### src/rtl/ctrl_pkg.sv
// Decoded control bundle layout shared by the decoder-to-writeback control pipeline.
// The all-zero bundle is the safe default: no memory write, no register write.
package ctrl_pkg;

  localparam int unsigned ALU_OP_W      = 4;
  localparam int unsigned ALU_SRCA_W    = 2;
  localparam int unsigned IMMG_OP_W     = 3;
  localparam int unsigned MEM_D_WDSRC_W = 2;
  localparam int unsigned DATAOUT_SRC_W = 2;
  localparam int unsigned BJ_OP_W       = 3;

  typedef struct packed {
    logic [ALU_OP_W-1:0]      alu_op;
    logic [ALU_SRCA_W-1:0]    alu_srca;
    logic [IMMG_OP_W-1:0]     immg_op;
    logic [MEM_D_WDSRC_W-1:0] mem_d_wdsrc;
    logic                     mem_d_we;
    logic [DATAOUT_SRC_W-1:0] dataout_src;
    logic                     reg_we;
    logic [BJ_OP_W-1:0]       bj_op;
  } ctrl_t;

  localparam int unsigned CTRL_W       = $bits(ctrl_t);
  localparam ctrl_t       CTRL_DEFAULT = '0;

endpackage

### src/rtl/ctrl_pipe_if.sv
// Handshake, per-stage control and tap bus of ctrl_pipe.
// master = decoder/consumer side, slave = the pipeline itself.
interface ctrl_pipe_if #(
  parameter int unsigned STAGES = 3,
  parameter int unsigned CTRL_W = ctrl_pkg::CTRL_W
);

  logic [CTRL_W-1:0]        in_ctrl;
  logic                     in_valid;
  logic                     in_ready;
  logic [STAGES-1:0]        stall;
  logic [STAGES-1:0]        flush;
  logic                     out_ready;
  logic [STAGES*CTRL_W-1:0] tap_ctrl;
  logic [STAGES-1:0]        tap_valid;

  modport master (
    output in_ctrl, in_valid, stall, flush, out_ready,
    input  in_ready, tap_ctrl, tap_valid
  );

  modport slave (
    input  in_ctrl, in_valid, stall, flush, out_ready,
    output in_ready, tap_ctrl, tap_valid
  );

endinterface

### src/rtl/ctrl_pipe_stage.sv
// One control pipeline register: flush beats hold, hold beats load.
// A held source yields a bubble so a bundle is never duplicated.
module ctrl_pipe_stage
  import ctrl_pkg::*;
#(
  parameter int unsigned CTRL_W = ctrl_pkg::CTRL_W
) (
  input  logic              clk,
  input  logic              rst,
  input  logic              i_flush,
  input  logic              i_hold,
  input  logic              i_src_valid,
  input  logic              i_src_hold,
  input  logic [CTRL_W-1:0] i_src_ctrl,
  output logic              o_valid,
  output logic [CTRL_W-1:0] o_ctrl
);

  logic              r_valid;
  logic [CTRL_W-1:0] r_ctrl;
  logic              w_load;

  assign w_load = i_src_valid & ~i_src_hold;

  always_ff @(posedge clk) begin
    if (rst || i_flush) begin
      r_valid <= 1'b0;
      r_ctrl  <= CTRL_W'(CTRL_DEFAULT);
    end else if (!i_hold) begin
      r_valid <= w_load;
      // Empty stages carry the default bundle so no stray write enable leaks out.
      r_ctrl  <= w_load ? i_src_ctrl : CTRL_W'(CTRL_DEFAULT);
    end
  end

  assign o_valid = r_valid;
  assign o_ctrl  = r_ctrl;

endmodule

### src/rtl/ctrl_pipe.sv
// Multi-stage carrier for the decoded control bundle with valid/ready, stall, flush and
// bubble collapse. Optional perf counters are built when CTRL_PIPE_PERF_EN is defined.
module ctrl_pipe
  import ctrl_pkg::*;
#(
  parameter int unsigned STAGES = 3,
  parameter int unsigned CTRL_W = ctrl_pkg::CTRL_W
) (
  input  logic        clk,
  input  logic        rst,
  ctrl_pipe_if.slave  bus
`ifdef CTRL_PIPE_PERF_EN
  ,
  output logic [31:0] perf_bubbles,
  output logic [31:0] perf_flushes
`endif
);

  logic [STAGES-1:0]        w_hold;
  logic [STAGES-1:0]        w_valid;
  logic [STAGES*CTRL_W-1:0] w_ctrl;

  // An empty stage never forwards back-pressure, so bubbles get squeezed out.
  always_comb begin
    w_hold             = '0;
    w_hold[STAGES-1]   = bus.stall[STAGES-1] | ~bus.out_ready;
    for (int k = int'(STAGES) - 2; k >= 0; k--) begin
      w_hold[k] = bus.stall[k] | (w_valid[k] & w_hold[k+1]);
    end
  end

  assign bus.in_ready = ~w_hold[0];

  for (genvar k = 0; k < STAGES; k++) begin : g_stage
    logic              w_src_valid;
    logic              w_src_hold;
    logic [CTRL_W-1:0] w_src_ctrl;

    if (k == 0) begin : g_head
      assign w_src_valid = bus.in_valid;
      assign w_src_hold  = 1'b0;
      assign w_src_ctrl  = bus.in_ctrl;
    end else begin : g_body
      assign w_src_valid = w_valid[k-1];
      assign w_src_hold  = w_hold[k-1];
      assign w_src_ctrl  = w_ctrl[(k-1)*CTRL_W +: CTRL_W];
    end

    ctrl_pipe_stage #(
      .CTRL_W (CTRL_W)
    ) u_stage (
      .clk         (clk),
      .rst         (rst),
      .i_flush     (bus.flush[k]),
      .i_hold      (w_hold[k]),
      .i_src_valid (w_src_valid),
      .i_src_hold  (w_src_hold),
      .i_src_ctrl  (w_src_ctrl),
      .o_valid     (w_valid[k]),
      .o_ctrl      (w_ctrl[k*CTRL_W +: CTRL_W])
    );
  end

  assign bus.tap_valid = w_valid;
  assign bus.tap_ctrl  = w_ctrl;

`ifdef CTRL_PIPE_PERF_EN
  logic [31:0] r_perf_bubbles;
  logic [31:0] r_perf_flushes;

  always_ff @(posedge clk) begin
    if (rst) begin
      r_perf_bubbles <= '0;
      r_perf_flushes <= '0;
    end else begin
      if (!w_valid[STAGES-1] && bus.out_ready && (r_perf_bubbles != 32'hFFFF_FFFF)) begin
        r_perf_bubbles <= r_perf_bubbles + 32'd1;
      end
      if ((|bus.flush) && (r_perf_flushes != 32'hFFFF_FFFF)) begin
        r_perf_flushes <= r_perf_flushes + 32'd1;
      end
    end
  end

  assign perf_bubbles = r_perf_bubbles;
  assign perf_flushes = r_perf_flushes;
`endif

endmodule

### src/flat_wrapper.sv
// flat-port wrapper written by rule: the top's interface ports become plain ports
module ctrl_pipe_flat import ctrl_pkg::*;
#(
  parameter int unsigned STAGES = 3,
  parameter int unsigned CTRL_W = ctrl_pkg::CTRL_W
)
  (clk, rst, bus_in_ctrl, bus_in_valid, bus_stall, bus_flush, bus_out_ready, bus_in_ready, bus_tap_ctrl, bus_tap_valid);
  ctrl_pipe_if #(.STAGES(STAGES), .CTRL_W(CTRL_W)) bus_i ();
  input  logic clk;
  input  logic rst;
  input wire logic [$bits(bus_i.in_ctrl)-1:0] bus_in_ctrl;
  input wire logic [$bits(bus_i.in_valid)-1:0] bus_in_valid;
  input wire logic [$bits(bus_i.stall)-1:0] bus_stall;
  input wire logic [$bits(bus_i.flush)-1:0] bus_flush;
  input wire logic [$bits(bus_i.out_ready)-1:0] bus_out_ready;
  output wire logic [$bits(bus_i.in_ready)-1:0] bus_in_ready;
  output wire logic [$bits(bus_i.tap_ctrl)-1:0] bus_tap_ctrl;
  output wire logic [$bits(bus_i.tap_valid)-1:0] bus_tap_valid;
  assign bus_i.in_ctrl = bus_in_ctrl;
  assign bus_i.in_valid = bus_in_valid;
  assign bus_i.stall = bus_stall;
  assign bus_i.flush = bus_flush;
  assign bus_i.out_ready = bus_out_ready;
  assign bus_in_ready = bus_i.in_ready;
  assign bus_tap_ctrl = bus_i.tap_ctrl;
  assign bus_tap_valid = bus_i.tap_valid;
  ctrl_pipe #(.STAGES(STAGES), .CTRL_W(CTRL_W)) u_core (.clk(clk), .rst(rst), .bus(bus_i));
endmodule
### config.mk
export PLATFORM = sky130hd
export DESIGN_NAME = ctrl_pipe_flat
export DESIGN_NICKNAME = d
export VERILOG_FILES = /design/src/rtl/ctrl_pkg.sv /design/src/rtl/ctrl_pipe_if.sv /design/src/rtl/ctrl_pipe_stage.sv /design/src/rtl/ctrl_pipe.sv /design/src/flat_wrapper.sv
export SDC_FILE = /design/constraint.sdc
export NUM_CORES = 1
export LEC_CHECK = 0
export CORE_MARGIN = 3
export CORE_UTILIZATION = 45
export DETAILED_ROUTE_END_ITERATION = 8
export GPL_ROUTABILITY_DRIVEN = 0
export PLACE_DENSITY = 0.94
export SETUP_SLACK_MARGIN = 0.3
export SYNTH_ARGS = -nofsm -noshare
export SYNTH_HDL_FRONTEND = slang
export SYNTH_SLANG_ARGS = --single-unit
### constraint.sdc
create_clock -name clk -period 5.45 [get_ports clk]
set_input_delay 1.3625 -clock clk [delete_from_list [all_inputs] [get_ports clk]]
set_output_delay 1.3625 -clock clk [all_outputs]
set_load 0.02 [all_outputs]
; Yosys cells after proc, flatten, opt, wreduce, memory -nomap -nowiden
; Index checks and enable logic that the tools add are counted.
[word_totals]
reg_bits = 57
out_inout_bits = 58
[op_classes]
muxes = 3
n_reduce_logical = 3
bitwise = 10
[ops]
columns = op, n
row1 = 2-to-1 mux 18 bit, 3
row2 = AND 1 bit, 4
row3 = logical OR 1 bit, 3
row4 = NOT 1 bit, 3
row5 = OR 1 bit, 3

; Longest topological paths before layout
[depth]
word_depth = 9
ltp_mapped = 5
mapped_depth_nobuf = 3

; Modules after synthesis
; Synthesis repeated with hierarchy kept, for this count alone.
[hier_totals]
hier_cells = 143
area_unflattened_um2 = 2003.2
[by_module_without_submodules]
columns = mod, seq_area_each_um2, n_inst, area_per_inst_um2, cells_each
row1 = ctrl_pipe_stage, 380.4, 3, 646.9, 45
row2 = ctrl_pipe, 0.0, 1, 62.6, 8

; Worst setup path after synthesis
; No wires, ideal clock.
[synth_path]
path_type = input-to-output
start = input bus_stall[2]
end = output bus_in_ready
path_stages = 3
arrival_ns = 2.059
t_required_ns = 4.088
path_buffers = 1
setup_slack_ns = 2.029
path_cell_list = nand2b_1 -> a31oi_1 -> buf_2
[synth_between]
elab_chain_len = 6
[synth_rtl]
columns = element, line_no
row1 = "start, declared", flat_wrapper.sv:13  ; input wire logic [$bits(bus_i.stall)-1:0] bus_stall;
row2 = OR 1 bit, ctrl_pipe.sv:26  ; w_hold[STAGES-1] = bus.stall[STAGES-1] | ~bus.out_ready;
row3 = AND 1 bit, ctrl_pipe.sv:28  ; w_hold[k] = bus.stall[k] | (w_valid[k] & w_hold[k+1]);
row4 = OR 1 bit, ctrl_pipe.sv:28
row5 = AND 1 bit, ctrl_pipe.sv:28
row6 = OR 1 bit, ctrl_pipe.sv:28
row7 = NOT 1 bit, ctrl_pipe.sv:32  ; assign bus.in_ready = ~w_hold[0];
row8 = "end, declared", flat_wrapper.sv:16  ; output wire logic [$bits(bus_i.in_ready)-1:0] bus_in_ready;
; No other way between the ends.

; Worst setup path after layout
; Same ends and word-level chain as after synthesis.

==> metrics.yaml <==
status:
  status: "completed"
pwr:
  ir_drop_mv: 0.151
  power_density_nw_per_um2: 259
  power_leakage_nw: 1.12
layout:
  final_cell_mix: "clkdlybuf4s50_1 (85), dfxtp_1 (57), nor2_1 (20), nand2_1 (20), mux2i_1 (19)"
  antenna_cells: 0
  final_common_cell: "clkdlybuf4s50_1"
  area_growth_pct: 49.3
  layout.cells.non_filler: 338
  drive_gt1_share_pct: 14.0
  nFillCells: 309
  num-nets-final: 310
timing:
  setup_viol: 0
  max_freq_mhz: 223
  drv_slew: 0
  relSlewSlack_pct: 37.9
  rsz0062_at_grt: "false"
  finalHoldViolCount: 0
  finalCriticalPeriod_ns: 4.49
  worstMarginPinSlew_ns: 0.931
  holdWs_ns: 0.477
  fin_skew_ns: 0.00519
  setup_tns_ns: 0
  post-route-period-util_pct: 82.4
setup_path:
  cp.arrival_ns: 3.13
  crit_path_max_fanout: 21
  crit_path_start_kind: "input pin"
  crit_path_end_kind: "output port"
  rr_worst_depth: 3
  worstSetupPathType: "input pin to output port"
  critPathRequiredTime_ns: 4.09
die:
  dieHeight_um: 74.1
  dieArea_um2: 5500
  rows: 24
  initial_core_util_pct: 47.3
  die_x_um: 74.1
  io_pins: 86
  core_um2: 4410
clock_network:
  cts_tree: "yes"
  hold_buffers: 0
  clock_sinks: 57
  cts_root_buffer: "clkbuf_8"
  cts_setup_buffers: 0
  cts_resized: 0
  path_clk_slew_ns: 0.06
  clock_latency_ns: 0.32
  cts_max_level: 3
  cts_buffers: 9
  cts_buffer_depth: 2
global_routing:
  grt_pass1_vias: 1755
  grt_max_degree: 23
  grt_use_total_pct: 22.6
  grt_overflow: 0
  antenna_found_initial: 0
  grt_pass1_wl_mm: 9.29
routing:
  wl_mm: 5.81
  vias: 1866
  drt_pass1_iterations: 5
  drtIter0Drc: 180
  drtAntennaViolNets: 0
  wl_per_cell_um: 17.2
  avgViaCountPerCell: 5.52
  drc_errors: 0
synth:
  synth-seq-area-share_pct: 54.6
  syn_area_per_cell_um2: 10.4
  netlist_top_cells_area: "dfxtp_1 (55%), mux2i_1 (9.1%), a22o_2 (8.6%)"
  synthCells: 201
  synth.distinct_cells: 23
  synth_top_area_share_pct: 54.6
  ys_warn_count: 0
  syn_nets: 229
  netlist_area_um2: 2090
  synth_top_area_cell: "dfxtp_1"
  synth.ff_latch_count: 57
hold_path:
  hold_class: "register to register"
  holdPathStages: 2
run:
  cap_viol_max_count: 0
placement:
  dp.cells: 323
  dp_hpwl_mm: 4.16
  port-buffer-count: 85
-- Yosys cell counts, drive strengths merged --
| master | number |
|---|---|
| nor4bb | 1 |
| mux2i | 19 |
| dfxtp | 57 |
| a21o | 2 |
| a22oi | 18 |
| a31oi | 1 |
| nor4 | 1 |
| nand2 | 20 |
| a21oi | 1 |
| a211oi | 1 |
| nand3 | 18 |
| buf | 9 |
| or4b | 1 |
| a22o | 18 |
| nor3b | 1 |
| nor2 | 21 |
| or2 | 1 |
| clkbuf | 10 |
| nand2b | 1 |
-- report_power, final --
part	total [W]	leakage [nW]	switching, W	internal [W]
registers	0.000423	0.460	0.00000318	0.000420
logic	0.0000628	0.587	0.0000305	0.0000323
clock network	0.000321	0.0778	0.000145	0.000176
-- kinds of logic after synthesis --
family,Yosys count,share of synthesized area [%]
simple gates,65,14.4
flops,57,54.6
compound gates,41,17.4
mux,19,9.10
buf+inv,19,4.55
-- routing by layer --
layer	share of wire (%)	wire length, um	global-route usage, %
met2	51	2950	36.0
met4	2.3	132	10.1
met1	41	2400	29.5
met3	5.8	336	5.00
met5	0	0	0
-- stage by stage --
| step | util [%] | setup WS (ns) | instance area [um2] | power, W |
|---|---|---|---|---|
| floorplan | - | 2.03 | 2090 | 0.000460 |
| global placement | 67.1 | 0.975 | 2960 | 0.000493 |
| detailed placement | 67.1 | 0.980 | 2960 | 0.000494 |
| CTS | 70.7 | 0.956 | 3120 | 0.000812 |
| global route | 70.7 | 0.893 | 3120 | 0.000838 |
| finish | 70.7 | 0.961 | 3120 | 0.000807 |
-- critical path: stages --
cell and delay, ns:
clkdlybuf4s50_1 0.48, nand2b_1 0.17, buf_4 0.21, a31oi_2 0.24
clkdlybuf4s50_1 0.67
-- layout make-up --
class                           count  area [um2]  area share, %
Sequential cell                    57        1140           36.6
Timing Repair Buffer               89         881           28.2
Multi-Input combinational cell    125         877           28.1
Clock buffer                       15         156           5.01
Tap cell                           52        65.1           2.09
-- final timing paths --
path	from	slack, ns	to
setup reg to reg	u_core.g_stage[0].u_stage.o_valid	3.48	u_core.g_stage[1].u_stage.o_ctrl[15]
setup / recovery	bus_stall[2]	0.96	bus_in_ready
hold reg to reg	u_core.g_stage[0].u_stage.o_ctrl[17]	0.48	u_core.g_stage[0].u_stage.o_ctrl[17]
hold / removal	u_core.g_stage[0].u_stage.o_ctrl[17]	0.48	u_core.g_stage[0].u_stage.o_ctrl[17]
-- registers in the layout, summed over array words and instances (netlist names) --
name                            flops
u_core.g_stage.u_stage.o_ctrl      54
u_core.g_stage.u_stage.o_valid      3
(Power assumes the default switching activity.)
